==> src/rtl/muldiv_seq.sv <==
// rtl/muldiv_seq.sv - iterative RV32M multiply/divide sequencer (32-step shift/add, restoring divide)
module muldiv_seq #(
    parameter int DATA_WIDTH = 32
) (
    input  logic                  i_clk,
    input  logic                  i_rst_n,
    input  logic                  i_kill,
    input  logic                  i_start,
    input  logic [2:0]            i_op,
    input  logic [DATA_WIDTH-1:0] i_rs1,
    input  logic [DATA_WIDTH-1:0] i_rs2,
    output logic                  o_busy,
    output logic                  o_done,
    output logic [DATA_WIDTH-1:0] o_result
);
    localparam int W = DATA_WIDTH;
    localparam logic [5:0] LAST_STEP = 6'(W - 1);
    localparam logic [W-1:0] MIN_NEG = {1'b1, {(W-1){1'b0}}};

    localparam logic [2:0] OP_MUL    = 3'b000;
    localparam logic [2:0] OP_MULH   = 3'b001;
    localparam logic [2:0] OP_MULHSU = 3'b010;
    localparam logic [2:0] OP_DIV    = 3'b100;
    localparam logic [2:0] OP_REM    = 3'b110;

    typedef enum logic [1:0] {S_IDLE, S_CALC, S_FIX, S_DONE} state_t;

    state_t       r_state;
    logic [5:0]   r_cnt;
    logic [2:0]   r_op;
    logic         r_neg_q;
    logic         r_neg_r;
    logic [W-1:0] r_opb;
    logic [2*W-1:0] r_acc;
    logic [W-1:0] r_rem;
    logic [W-1:0] r_result;

    logic         w_signed1, w_signed2, w_s1, w_s2;
    logic [W-1:0] w_mag1, w_mag2;
    logic         w_is_div, w_div0, w_ovf, w_special;
    logic [W-1:0] w_special_res;
    logic [W:0]   w_sum;
    logic [2*W-1:0] w_mul_next;
    logic [W:0]   w_shift, w_trial;
    logic         w_q_bit;
    logic [2*W-1:0] w_prod_fix;
    logic [W-1:0] w_quo_fix, w_rem_fix, w_fix_res;

    assign o_busy   = (r_state == S_CALC) || (r_state == S_FIX);
    assign o_done   = (r_state == S_DONE);
    assign o_result = r_result;

    assign w_signed1 = (i_op == OP_MUL) || (i_op == OP_MULH) || (i_op == OP_MULHSU)
                    || (i_op == OP_DIV) || (i_op == OP_REM);
    assign w_signed2 = (i_op == OP_MUL) || (i_op == OP_MULH)
                    || (i_op == OP_DIV) || (i_op == OP_REM);
    assign w_s1   = w_signed1 & i_rs1[W-1];
    assign w_s2   = w_signed2 & i_rs2[W-1];
    assign w_mag1 = w_s1 ? -i_rs1 : i_rs1;
    assign w_mag2 = w_s2 ? -i_rs2 : i_rs2;

    // Divide-by-zero and signed overflow bypass the loop entirely
    assign w_is_div  = i_op[2];
    assign w_div0    = w_is_div && (i_rs2 == '0);
    assign w_ovf     = ((i_op == OP_DIV) || (i_op == OP_REM))
                    && (i_rs1 == MIN_NEG) && (i_rs2 == '1);
    assign w_special = w_div0 || w_ovf;
    assign w_special_res = w_div0 ? (i_op[1] ? i_rs1 : '1)
                                  : (i_op[1] ? '0 : MIN_NEG);

    assign w_sum      = {1'b0, r_acc[2*W-1:W]} + {1'b0, r_opb};
    assign w_mul_next = r_acc[0] ? {w_sum, r_acc[W-1:1]} : {1'b0, r_acc[2*W-1:1]};

    assign w_shift = {r_rem, r_acc[W-1]};
    assign w_trial = w_shift - {1'b0, r_opb};
    assign w_q_bit = ~w_trial[W];

    assign w_prod_fix = r_neg_q ? -r_acc : r_acc;
    assign w_quo_fix  = r_neg_q ? -r_acc[W-1:0] : r_acc[W-1:0];
    assign w_rem_fix  = r_neg_r ? -r_rem : r_rem;

    always_comb begin
        w_fix_res = '0;
        case (r_op)
            3'b000:                 w_fix_res = w_prod_fix[W-1:0];
            3'b001, 3'b010, 3'b011: w_fix_res = w_prod_fix[2*W-1:W];
            3'b100, 3'b101:         w_fix_res = w_quo_fix;
            default:                w_fix_res = w_rem_fix;
        endcase
    end

    always_ff @(posedge i_clk) begin
        if (!i_rst_n) begin
            r_state  <= S_IDLE;
            r_cnt    <= '0;
            r_op     <= '0;
            r_neg_q  <= 1'b0;
            r_neg_r  <= 1'b0;
            r_opb    <= '0;
            r_acc    <= '0;
            r_rem    <= '0;
            r_result <= '0;
        end else if (i_kill) begin
            r_state <= S_IDLE;
        end else begin
            case (r_state)
                S_IDLE, S_DONE: begin
                    if (i_start) begin
                        r_op    <= i_op;
                        r_neg_q <= w_s1 ^ w_s2;
                        r_neg_r <= w_s1;
                        r_cnt   <= '0;
                        r_rem   <= '0;
                        if (w_is_div) begin
                            r_opb <= w_mag2;
                            r_acc <= {{W{1'b0}}, w_mag1};
                        end else begin
                            r_opb <= w_mag1;
                            r_acc <= {{W{1'b0}}, w_mag2};
                        end
                        if (w_special) begin
                            r_result <= w_special_res;
                            r_state  <= S_DONE;
                        end else begin
                            r_state <= S_CALC;
                        end
                    end else begin
                        r_state <= S_IDLE;
                    end
                end
                S_CALC: begin
                    if (r_op[2]) begin
                        r_rem <= w_q_bit ? w_trial[W-1:0] : w_shift[W-1:0];
                        r_acc <= {r_acc[2*W-1:W], r_acc[W-2:0], w_q_bit};
                    end else begin
                        r_acc <= w_mul_next;
                    end
                    r_cnt <= r_cnt + 6'd1;
                    if (r_cnt == LAST_STEP) begin
                        r_state <= S_FIX;
                    end
                end
                S_FIX: begin
                    r_result <= w_fix_res;
                    r_state  <= S_DONE;
                end
                default: r_state <= S_IDLE;
            endcase
        end
    end
endmodule

==> config.mk <==
export PLATFORM = sky130hd
export DESIGN_NAME = muldiv_seq
export DESIGN_NICKNAME = d
export VERILOG_FILES = /design/src/rtl/muldiv_seq.sv
export SDC_FILE = /design/constraint.sdc
export NUM_CORES = 1
export LEC_CHECK = 0
export BUFFER_PORTS_ARGS = -buffer_cell sky130_fd_sc_hd__buf_2
export CELL_PAD_IN_SITES_DETAIL_PLACEMENT = 2
export CELL_PAD_IN_SITES_GLOBAL_PLACEMENT = 2
export CORE_UTILIZATION = 33
export DETAILED_ROUTE_END_ITERATION = 8
export GPL_ROUTABILITY_DRIVEN = 0
export HOLD_SLACK_MARGIN = 0.03
export PLACE_DENSITY_LB_ADDON = 0.1
export SYNTH_ARGS = -nofsm -noshare
export SYNTH_HDL_FRONTEND = slang
export SYNTH_SLANG_ARGS = --single-unit
==> constraint.sdc <==
create_clock -name i_clk -period 3 [get_ports i_clk]
set_input_delay 0 -clock i_clk [delete_from_list [all_inputs] [get_ports i_clk]]
set_output_delay 0 -clock i_clk [all_outputs]
set_load 0.01 [all_outputs]
# Word-level counts from Yosys, hierarchy flattened
# Index checks and enable logic that the tools add are counted.
dict set report word_totals {
  register_bits 173
  latchBits 0
  in_bits 71
  output_inout_bits 34
  mem_bits_ro 0
  memories 0
  ramBits 0
}
dict set report op_classes {
  n_addsub 8
  n_div 0
  n_mux 28
  eq_ne 20
  multipliers 0
  bitwise_logic 6
  shifts 0
  magnitude_cmp 0
  reduce_logical 27
}
# op n
set op_table {}
lappend op_table {{32-bit 2-to-1 mux} 14}
lappend op_table {{64-bit 2-to-1 mux} 4}
lappend op_table {{32-bit negation} 4}
lappend op_table {{32-bit one-hot mux with 2 select lines} 2}
lappend op_table {{64-bit one-hot mux with 2 select lines} 1}
lappend op_table {{32-bit one-hot mux with 3 select lines} 1}
lappend op_table {{32-bit == test (second input constant)} 2}
lappend op_table {{64-bit negation} 1}
lappend op_table {{32-bit by 32-bit adder with 33-bit output} 1}
lappend op_table {{33-bit by 32-bit subtractor with 33-bit output} 1}
lappend op_table {{32-bit logical NOT} 1}
lappend op_table {{3-bit == test (second input constant)} 4}
lappend op_table {{6-bit one-hot mux with 2 select lines} 1}
lappend op_table {{4-bit AND reduction} 3}
lappend op_table {{3-bit by 2-bit == test with 1-bit output (second input constant)} 3}
lappend op_table {{1-bit logical OR} 9}
lappend op_table {{2-bit != test (second input constant)} 4}
lappend op_table {{6-bit by 1-bit adder with 6-bit output (second input constant)} 1}
lappend op_table {{3-bit by 1-bit == test with 1-bit output (second input constant)} 2}
lappend op_table {{6-bit by 5-bit == test with 1-bit output (second input constant)} 1}
lappend op_table {{3-bit logical NOT} 2}
lappend op_table {{2-bit 2-to-1 mux} 3}
lappend op_table {{6-bit 2-to-1 mux} 1}
lappend op_table {{2-bit one-hot mux with 3 select lines} 1}
lappend op_table {{12 further kinds} 22}

# Depth between registers and ports, before layout
# Gate-level depths: netlist (run 1).
dict set report logic_depth {
  word_depth 10
  mapped_depth 13
  depth_no_buf 12
}

# Worst setup path before layout (run 1)
# Ideal clock, no wire load.
dict set report synth_path {
  path_kind {flip-flop to flip-flop}
  startpoint {register r_acc[10]}
  endpoint {register r_result[16] (netlist: o_result[16])}
  synth_period_minus_slack_ns 2.930
  path_slack_ns 0.070
  path_stages_with_launch 11
  arrival_time_ns 2.829
  n_path_buf 2
  setup_time_ns 0.101
  required_time_ns 2.899
  cell_sequence {dfxtp_1 > buf_6 > or4_4 > nor4_4 > nand3_1 > or4_1 > buf_2 > o41ai_1 > xnor2_1 > a21oi_1 > o41ai_1}
}
dict set report synth_via {
  elab_chain_cells 4
  elab_cells_between_ends 6
}
# item line
set synth_lines {}
lappend synth_lines {{from (decl)} 34} ;# logic [2*W-1:0] r_acc;
lappend synth_lines {{from (signal assigned)} 116} ;# r_acc <= {{W{1'b0}}, w_mag1};
lappend synth_lines {{from (signal assigned)} 119} ;# r_acc <= {{W{1'b0}}, w_mag2};
lappend synth_lines {{from (signal assigned)} 134} ;# r_acc <= {r_acc[2*W-1:W], r_acc[W-2:0], w_q_bit};
lappend synth_lines {{64-bit negation or 32-bit negation (tied branches)} {78, 79}}
lappend synth_lines {{64-bit 2-to-1 mux or 32-bit 2-to-1 mux (tied branches)} {78, 79}}
lappend synth_lines {{32-bit one-hot mux with 3 select lines *} 84} ;# case (r_op)
lappend synth_lines {{32-bit one-hot mux with 2 select lines *} 106} ;# case (r_state)
lappend synth_lines {{to (signal assigned)} 122} ;# r_result <= w_special_res;
lappend synth_lines {{to (signal assigned)} 144} ;# r_result <= w_fix_res;
lappend synth_lines {{to (decl)} 36} ;# logic [W-1:0] r_result;
# Mark *: on every way between the ends. The rest lies on a longest branch, timed or not.
# A chain may end at the register's enable or synchronous reset.

# Worst setup path after layout (run 1)
dict set report layout_path {
  startpoint {register r_acc[33]}
  endpoint {register r_acc[55]}
}
dict set report layout_via {
  elab_chain_cells 4
}
# item line
set layout_lines {}
lappend layout_lines {{32-bit by 32-bit adder with 33-bit output} 71} ;# assign w_sum = {1'b0, r_acc[2*W-1:W]} + {1'b0, r_opb};
lappend layout_lines {{64-bit 2-to-1 mux} 72} ;# assign w_mul_next = r_acc[0] ? {w_sum, r_acc[W-1:1]} : {1'b0, r_acc[2*W-1:1]};
lappend layout_lines {{64-bit 2-to-1 mux} 132} ;# if (r_op[2]) begin
lappend layout_lines {{64-bit one-hot mux with 2 select lines} 106}
# Every way passes these cells. The select of a mux whose other input is x is not followed.

==> flow_metrics.py, run 1 <==
metrics = {
    "timing": {
        "finalHoldViolCount": 0,
        "max_clock_freq_mhz": 339,
        "rsz0062_at_grt": "true",
        "worst_pin_slew_ns": 0.713,
        "slew_violations": 0,
        "fin_tns_setup_ns": 0,
        "slew_headroom": 0.524,
        "finalCriticalPeriod_ns": 2.95,
        "finalSetupViolations": 0,
        "min_period_over_period": 0.983,
        "finClkSkew_ns": 0.00971,
        "setup_ws_ns": 0.0521,
        "holdWs_ns": 0.0466,
    },
    "logic_synthesis": {
        "synthXorXnorAreaFrac": 0.114,
        "ys_ff_latch": 173,
        "synth_cell_type_count": 78,
        "ys_warn_count": 0,
        "synthSimpleGateAreaFrac": 0.208,
        "synthCells": 2149,
        "synth_flop_cell": "dfxtp_1",
        "synthMuxAreaShare": 0.0329,
        "synth_compound_area_frac": 0.308,
        "yosysSeqAreaShare": 0.222,
        "syn_avg_cell_area_um2": 7.26,
        "synthAdderAreaFrac": 0.0611,
        "async_reset_ff_frac": 0,
        "synth_top_family_by_area": "compound AO/OA/AOI/OAI gates",
        "synth_area_mm2": 0.0156,
        "synth_enable_flop_cells": 0,
        "syn-num-nets": 2295,
    },
    "hold_path": {
        "hold_depth": 4,
        "hp-start": "i_rs1[16]",
        "hold_end": "o_result[16]$_SDFFE_PN0P_",
        "hold_path.class": "in2reg",
    },
    "clocking": {
        "clockBufferDepth": 2,
        "htreeDepth": 4,
        "cts.clk_slew.worst_paths_ns": 0.07,
        "cts_made_buffers": 17,
        "root_buffer": "clkbuf_16",
        "tritoncts": "done",
        "clkSinkCount": 173,
        "insertion_delay_ns": 0.47,
    },
    "layout": {
        "drive_gt1_frac": 0.222,
        "synthToLayoutAreaGrowth_pct": 27.1,
        "finish.utilization": 0.426,
        "layout_common_cells": "250 x buf_4, 209 x nand2_1, 203 x a21oi_1, 182 x nor2_1, 161 x dfxtp_1",
        "n_fill_cell": 5370,
        "final_area_mm2": 0.0198,
        "final_common_cell": "buf_4",
        "nNetsFinal": 2554,
    },
    "placed_design": {
        "place_area_mm2": 0.0184,
        "dp_hpwl_mm": 61.4,
        "io_buffers": 104,
        "pre_cts_ws_ns": -0.216,
    },
    "floorplan": {
        "core_mm2": 0.0466,
        "rows": 79,
        "die_area_mm2": 0.0482,
        "ioPinCount": 105,
        "fp.dieW_um": 219,
        "die_h_um": 219,
        "initial_utilization": 0.335,
    },
    "worst_setup_path": {
        "cp.required_ns": 3.35,
        "cpMaxStageDelayCell": "dfxtp_1",
        "cp-start-kind": "register",
        "cp_data_arrival_time_ns": 3.29,
        "r2r-start": "r_acc[33]$_SDFFE_PN0P_",
        "reg2reg_depth": 12,
        "path_cells": "inv_1, fa_2, nor2b_4, o2111ai_4, nand4_1, nand3_2, a211oi_2, buf_4, nor3_1, xnor2_1, a222oi_1, nor2_1",
        "critPathCaptureType": "register",
        "critPathMaxFanout": 6,
        "r2r-end": "r_acc[55]$_SDFFE_PN0P_",
        "rrSetupSlack_ns": 0.05,
        "slowest_delay_ns": 0.46,
        "critPathKind": "reg2reg",
    },
    "drt": {
        "dr.first_iter.drc_count": 1039,
        "detail_route.first_pass.iterations": 5,
        "final_antenna_net_count": 0,
        "wl_mm": 78.1,
        "vias": 18100,
        "vias_per_cell": 5.99,
        "wl_per_cell_um": 25.8,
        "drc": 0,
    },
    "global_route": {
        "grt.total_usage": 0.323,
        "grt_antenna_before_repair": 0,
        "grt_max_degree": 71,
        "grt_overflow": 0,
        "grt_pass1_wl_mm": 117,
        "grt_pass1_vias": 19000,
    },
    "power": {
        "power.density_mw_per_mm2": 371,
        "ir_worst_vdd_uv": 363,
        "leakagePower_nw": 8.10,
    },
    "status": {
        "status": "finished clean",
    },
    "run": {
        "cap_violations": 0,
    },
}
-- routing by layer --
| metal | wire length (um) | share of wire | vias up | global-route usage |
|---|---|---|---|---|
| met1 | 35200 | 0.45 | 9238 | 0.419 |
| li1 | - | - | 8427 | - |
| met4 | 2850 | 0.036 | 0 | 0.127 |
| met5 | 0 | 0 | - | 0 |
| met3 | 2640 | 0.034 | 105 | 0.0261 |
| met2 | 37400 | 0.48 | 370 | 0.551 |
-- flip-flops by register name, indices dropped and copies added, names as in the netlist, 2 cells and up --
name and cells:
r_acc 64, r_state 2, o_result 32, r_rem 32, r_op 3, r_cnt 6, r_opb 32
-- timing repair --
item	4_1_cts	5_1_grt
gates cloned	2	0
pin swaps	12	34
hold buffers	13	0
setup endpoints to repair	54	64
resized for setup	42	99
setup buffers	5	5
hold endpoints to repair	19	0
-- cell type report --
class	instances	area, um^2	share of cell area
Timing Repair Buffer	384	2850	0.144
Inverter	78	293	0.0148
Clock buffer	23	488	0.0246
Sequential cell	173	3480	0.175
Tap cell	607	759	0.0383
Clock inverter	6	110	0.00555
Multi-Input combinational cell	1754	11900	0.598
Antenna cell	1	2.50	0.000126
-- worst max-delay path: cells and delay by family, from the launching register on --
family                     cells  cell delay (ns)
AOI/OAI and AO/OA              3             0.81
and+or+nand+nor                5             0.67
DFF                            1             0.46
adders and majority gates      1             0.39
buffers and inverters          2             0.32
xor gates and xnor gates       1             0.17
-- per-stage QoR --
step / instances / total power (W)
2_1_floorplan: 2149 / 0.00379
3_3_place_gp: 2972 / 0.00467
3_5_place_dp: 2972 / 0.00475
4_1_cts: 3021 / 0.00730
5_1_grt: 3025 / 0.00763
6_report: 3026 / 0.00735
-- kinds of logic (layout without fill, tap and decap cells) --
| group | Yosys count | after routing |
|---|---|---|
| adders and majority gates | 75 | 75 |
| buffers and inverters | 222 | 491 |
| muxes | 49 | 49 |
| other | 0 | 1 |
| AOI/OAI and AO/OA | 745 | 745 |
| DFF | 173 | 173 |
| and+or+nand+nor | 682 | 682 |
| xor gates and xnor gates | 203 | 203 |
-- report_power, final --
group          switching [W]  total (W)  leakage, nW  internal (W)
Clock                0.00106    0.00245        0.287       0.00139
Sequential         0.0000969    0.00248         1.41       0.00238
Combinational        0.00148    0.00243         6.40      0.000949
Total                0.00263    0.00735         8.10       0.00471
-- worst max path at each step --
stage | start | to | slack [ns] | cells after the start
after global placement | i_rs2[0] | o_result[15]$_SDFFE_PN0P_ | -0.12 | 12
after global routing | r_opb[23]$_SDFFE_PN0P_ | r_rem[3]$_SDFFE_PN0P_ | -0.05 | 12
final | r_acc[33]$_SDFFE_PN0P_ | r_acc[55]$_SDFFE_PN0P_ | 0.05 | 12
after CTS | r_opb[0]$_SDFFE_PN0P_ | r_acc[61]$_SDFFE_PN0P_ | -0.05 | 14
after detailed placement | r_opb[0]$_SDFFE_PN0P_ | r_acc[61]$_SDFFE_PN0P_ | -0.22 | 14
after floorplan | r_acc[10]$_SDFFE_PN0P_ | o_result[16]$_SDFFE_PN0P_ | 0.07 | 10
-- Yosys cell counts (16+ instances only) --
cell | n | area [um^2]
o31ai_1 | 40 | 300
a211oi_1 | 30 | 225
o41ai_1 | 20 | 175
o211ai_1 | 32 | 240
nand2_1 | 210 | 788
nor2_1 | 184 | 691
o21ai_0 | 165 | 826
xnor2_1 | 105 | 920
a21oi_1 | 215 | 1080
nand3_1 | 77 | 385
a21o_1 | 35 | 263
nor3_1 | 44 | 220
mux2_2 | 18 | 203
mux2i_1 | 31 | 310
a31oi_1 | 26 | 163
dfxtp_1 | 173 | 3460
o22ai_1 | 30 | 188
o311ai_0 | 26 | 228
or4_1 | 17 | 128
or3_1 | 22 | 138
clkbuf_1 | 123 | 462
inv_1 | 77 | 289
xor2_1 | 98 | 858
nor4_1 | 16 | 100
nand4_1 | 25 | 156
ha_1 | 73 | 913
nand2b_1 | 22 | 138
Note: power is estimated with default switching activity, not from simulation.
==> run 2, diff against run 1 <==
--- a/config.mk
+++ b/config.mk
@@ -12,7 +12,7 @@
 export DETAILED_ROUTE_END_ITERATION = 8
 export GPL_ROUTABILITY_DRIVEN = 0
 export HOLD_SLACK_MARGIN = 0.03
-export PLACE_DENSITY_LB_ADDON = 0.1
+export PLACE_DENSITY = 0.85
 export SYNTH_ARGS = -nofsm -noshare
 export SYNTH_HDL_FRONTEND = slang
 export SYNTH_SLANG_ARGS = --single-unit
==> flow_metrics.py, run 2 <==
metrics = {
    "status": {
        "status": "stopped before the end",
        "stop_stage": "global routing (5_1_grt)",
        "stop_error": "[ERROR GRT-0232] Routing congestion too high. Check the congestion heatmap in the GUI.",
    },
    "clocking": {
        "root_buffer": "clkbuf_16",
        "htreeDepth": 4,
        "clkSinkCount": 173,
        "cts_made_buffers": 17,
        "clockBufferDepth": 2,
    },
    "logic_synthesis": {
        "synth_cell_type_count": 78,
        "yosysMostFrequentCell": "a21oi_1",
        "synth_area_mm2": 0.0156,
        "async_reset_ff_frac": 0,
        "ys_top_cells_by_count": "215 x a21oi_1, 210 x nand2_1, 184 x nor2_1",
        "yosys-top-cells-area": "dfxtp_1 22%, a21oi_1 6.9%, xnor2_1 5.9%",
        "synth.top_cell.area_share": 0.222,
        "synthCells": 2149,
        "ys_ff_latch": 173,
        "yosysSeqAreaShare": 0.222,
        "syn_avg_cell_area_um2": 7.26,
        "yosysTopAreaCell": "dfxtp_1",
        "syn-num-nets": 2295,
        "ys_warn_count": 0,
        "synth_enable_flop_cells": 0,
        "synth_flop_cell": "dfxtp_1",
    },
    "global_route": {
        "grt.total_usage": 0.750,
        "grt_max_degree": 61,
        "grt_antenna_before_repair": 27,
        "grt_overflow": 25,
    },
    "timing": {
        "worst-ep-kind": "register data pin",
        "grt_repair_worst_endpoint": "r_acc[51]$_SDFFE_PN0P_/D",
    },
    "floorplan": {
        "die_h_um": 219,
        "rows": 79,
        "initial_utilization": 0.335,
        "ioPinCount": 105,
        "fp.dieW_um": 219,
    },
    "placed_design": {
        "place_area_mm2": 0.0181,
        "dp_hpwl_mm": 65.6,
        "dpl.cell_count": 2931,
        "io_buffers": 104,
    },
}
-- run 2: timing repair --
| action | CTS |
|---|---|
| gates resized for setup | 98 |
| setup buffers | 11 |
| pin swaps | 35 |
| hold endpoints to repair | 13 |
| endpoints found under the setup margin | 78 |
| hold buffers | 8 |
-- run 2: through the flow --
step                      hold WS (ns)  TNS (ns)  setup slack (ns)
after floorplan                  0.136         0            0.0697
after global placement           0.325    -0.873            -0.121
after detailed placement         0.334     -9.87            -0.373
after CTS                       0.0499         0          0.000105
-- run 2: logic make-up after synthesis --
group | count (synthesis) | synth area share
compound gates | 745 | 0.308
simple gates | 682 | 0.208
buf+inv | 222 | 0.0546
xor+xnor | 203 | 0.114
flops | 173 | 0.222
fa+ha+maj | 75 | 0.0611
mux | 49 | 0.0329
-- run 2: routing by layer --
metal | GRT usage | GRT overflow
met5 | 0.390 | 0
met4 | 0.743 | 16
met3 | 0.628 | 0
met2 | 0.906 | 9
met1 | 0.733 | 0
==> run 3, diff against run 2 <==
==> config.mk (replaced) <==
export PLATFORM = sky130hd
export DESIGN_NAME = muldiv_seq
export DESIGN_NICKNAME = d
export VERILOG_FILES = /design/src/rtl/muldiv_seq.sv
export SDC_FILE = /design/constraint.sdc
export NUM_CORES = 1
export LEC_CHECK = 0
export BUFFER_PORTS_ARGS = -buffer_cell sky130_fd_sc_hd__buf_2
export CORE_UTILIZATION = 35
export DETAILED_ROUTE_END_ITERATION = 8
export GPL_ROUTABILITY_DRIVEN = 0
export PLACE_DENSITY_LB_ADDON = 0.15
export SYNTH_ARGS = -nofsm -noshare
export SYNTH_HDL_FRONTEND = slang
export SYNTH_SLANG_ARGS = --single-unit
==> constraint.sdc (replaced) <==
create_clock -name i_clk -period 3.9 [get_ports i_clk]
set_input_delay 0 -clock i_clk [delete_from_list [all_inputs] [get_ports i_clk]]
set_output_delay 0 -clock i_clk [all_outputs]
set_load 0.01 [all_outputs]
==> flow_metrics.py, run 3 (same netlist as run 1, synthesis figures left out) <==
metrics = {
    "timing": {
        "worst_pin_slew_ns": 1.25,
        "rsz0062_at_grt": "false",
        "slew_violations": 0,
        "finClkSkew_ns": 0.0161,
        "slew_headroom": 0.166,
        "fin_tns_setup_ns": 0,
        "max_clock_freq_mhz": 269,
        "finalSetupViolations": 0,
        "min_period_over_period": 0.955,
        "finalCriticalPeriod_ns": 3.72,
        "finalHoldViolCount": 0,
    },
    "floorplan": {
        "fp.dieW_um": 213,
        "core_mm2": 0.0436,
        "die_h_um": 213,
        "ioPinCount": 105,
        "rows": 76,
        "die_area_mm2": 0.0454,
        "initial_utilization": 0.358,
    },
    "hold_path": {
        "hold_depth": 4,
        "hp-start": "i_rs1[16]",
        "hold_path.class": "in2reg",
        "hold_end": "r_acc[16]$_SDFFE_PN0P_",
    },
    "worst_setup_path": {
        "path_cells": "or4_1, nor4_2, nand3_1, or2_1, o41ai_1, xor2_1, nor2_1, o21ai_0, a31oi_1",
        "worst-path-buf-inv": 0,
        "cp-start-kind": "register",
        "slowest_delay_ns": 0.66,
        "cp_data_arrival_time_ns": 4.06,
        "cp.required_ns": 4.24,
        "r2r-end": "o_result[23]$_SDFFE_PN0P_",
        "critPathKind": "reg2reg",
        "reg2reg_depth": 9,
        "rrSetupSlack_ns": 0.18,
        "cp_top_family": "simple AND/OR/NAND/NOR gates",
        "cpMaxStageDelayCell": "or4_1",
        "critPathCaptureType": "register",
        "r2r-start": "r_acc[22]$_SDFFE_PN0P_",
        "critPathMaxFanout": 8,
    },
    "clocking": {
        "cts.clk_slew.worst_paths_ns": 0.08,
        "tritoncts": "done",
        "root_buffer": "clkbuf_16",
        "htreeDepth": 4,
        "insertion_delay_ns": 0.47,
        "clkSinkCount": 173,
        "clockBufferDepth": 2,
        "cts_made_buffers": 17,
        "cts_resized": 0,
    },
    "global_route": {
        "grt_antenna_before_repair": 2,
        "grt_pass1_vias": 15500,
        "grt_max_degree": 65,
        "grt_overflow": 0,
        "grt.total_usage": 0.293,
        "grt_pass1_wl_mm": 99.3,
    },
    "drt": {
        "wl_mm": 66.5,
        "drc": 0,
        "final_antenna_net_count": 0,
        "vias_per_cell": 6.17,
        "vias": 17200,
        "dr.first_iter.drc_count": 2246,
        "detail_route.first_pass.iterations": 6,
        "wl_per_cell_um": 23.9,
    },
    "layout": {
        "nNetsFinal": 2338,
        "largest-register": "r_acc",
        "layout_common_cells": "214 x a21oi_1, 210 x nand2_1, 183 x nor2_1, 171 x dfxtp_1, 165 x o21ai_0",
        "multi_input_area_mm2": 0.0113,
        "regArea_mm2": 0.00347,
        "num_antenna_cells": 0,
        "final_area_mm2": 0.0174,
        "synthToLayoutAreaGrowth_pct": 11.6,
        "n_fill_cell": 4624,
        "final_common_cell": "a21oi_1",
        "largest_reg_flops": 64,
        "drive_gt1_frac": 0.111,
    },
    "power": {
        "power.density_mw_per_mm2": 294,
        "leakagePower_nw": 6.79,
        "ir_worst_vdd_uv": 307,
    },
    "status": {
        "status": "finished clean",
    },
    "placed_design": {
        "io_buffers": 104,
        "dp_hpwl_mm": 51.3,
        "place_area_mm2": 0.0167,
    },
    "run": {
        "cap_violations": 0,
    },
}
-- run 3: worst reg2reg max path: stages, from the launching register on --
cell	delay [ns]
dfxtp_1	0.39
or4_1	0.66
nor4_2	0.36
nand3_1	0.32
or2_1	0.47
o41ai_1	0.53
xor2_1	0.20
nor2_1	0.07
o21ai_0	0.46
a31oi_1	0.14
-- run 3: cell type report --
type | count | share of cell area
Multi-Input combinational cell | 1754 | 0.651
Sequential cell | 173 | 0.199
Timing Repair Buffer | 168 | 0.0601
Tap cell | 585 | 0.0420
Clock buffer | 19 | 0.0254
Inverter | 78 | 0.0168
Clock inverter | 12 | 0.00525
-- run 3: how the worst max path moves through the flow --
stage / startpoint / end / slack (ns) / depth (start not counted)
finish: r_acc[22]$_SDFFE_PN0P_ / o_result[23]$_SDFFE_PN0P_ / 0.18 / 9
floorplan: r_acc[10]$_SDFFE_PN0P_ / o_result[16]$_SDFFE_PN0P_ / 0.97 / 10
CTS: r_acc[22]$_SDFFE_PN0P_ / o_result[23]$_SDFFE_PN0P_ / 0.35 / 9
detailed placement: i_rs1[11] / o_result[30]$_SDFFE_PN0P_ / 0.35 / 9
global route: r_acc[22]$_SDFFE_PN0P_ / o_result[23]$_SDFFE_PN0P_ / 0.18 / 9
global placement: r_acc[22]$_SDFFE_PN0P_ / o_result[23]$_SDFFE_PN0P_ / 0.37 / 9
-- run 3: where the power goes --
group | total (W) | internal [W] | leakage [nW] | switching (W)
registers | 0.00195 | 0.00183 | 1.41 | 0.000120
clock network | 0.00168 | 0.000834 | 0.260 | 0.000842
logic | 0.00148 | 0.000530 | 5.13 | 0.000954
-- run 3: stage by stage --
stage               setup slack (ns)  hold WS, ns  utilization  power, W  std cells
detailed placement             0.355        0.312        0.385   0.00342       2745
CTS                            0.347       0.0188        0.400   0.00509       2789
global route                   0.178       0.0652        0.400   0.00531       2789
global placement               0.374        0.300        0.385   0.00341       2745
finish                         0.176       0.0333        0.400   0.00511       2789
floorplan                      0.970        0.136            -   0.00291       2149
-- run 3: repair_timing --
action,4_1_cts,5_1_grt
hold buffers,13,0
hold endpoints to repair,14,0
setup buffers,0,0
-- run 3: routing by layer --
layer / vias up / share of wire / wire [um] / track usage
met4: 2 / 0.036 / 2390 / 0.115
met1: 8231 / 0.44 / 29600 / 0.410
met3: 118 / 0.090 / 5970 / 0.0566
li1: 8018 / - / - / -
met5: - / 0.00015 / 10 / 0
met2: 847 / 0.43 / 28600 / 0.440
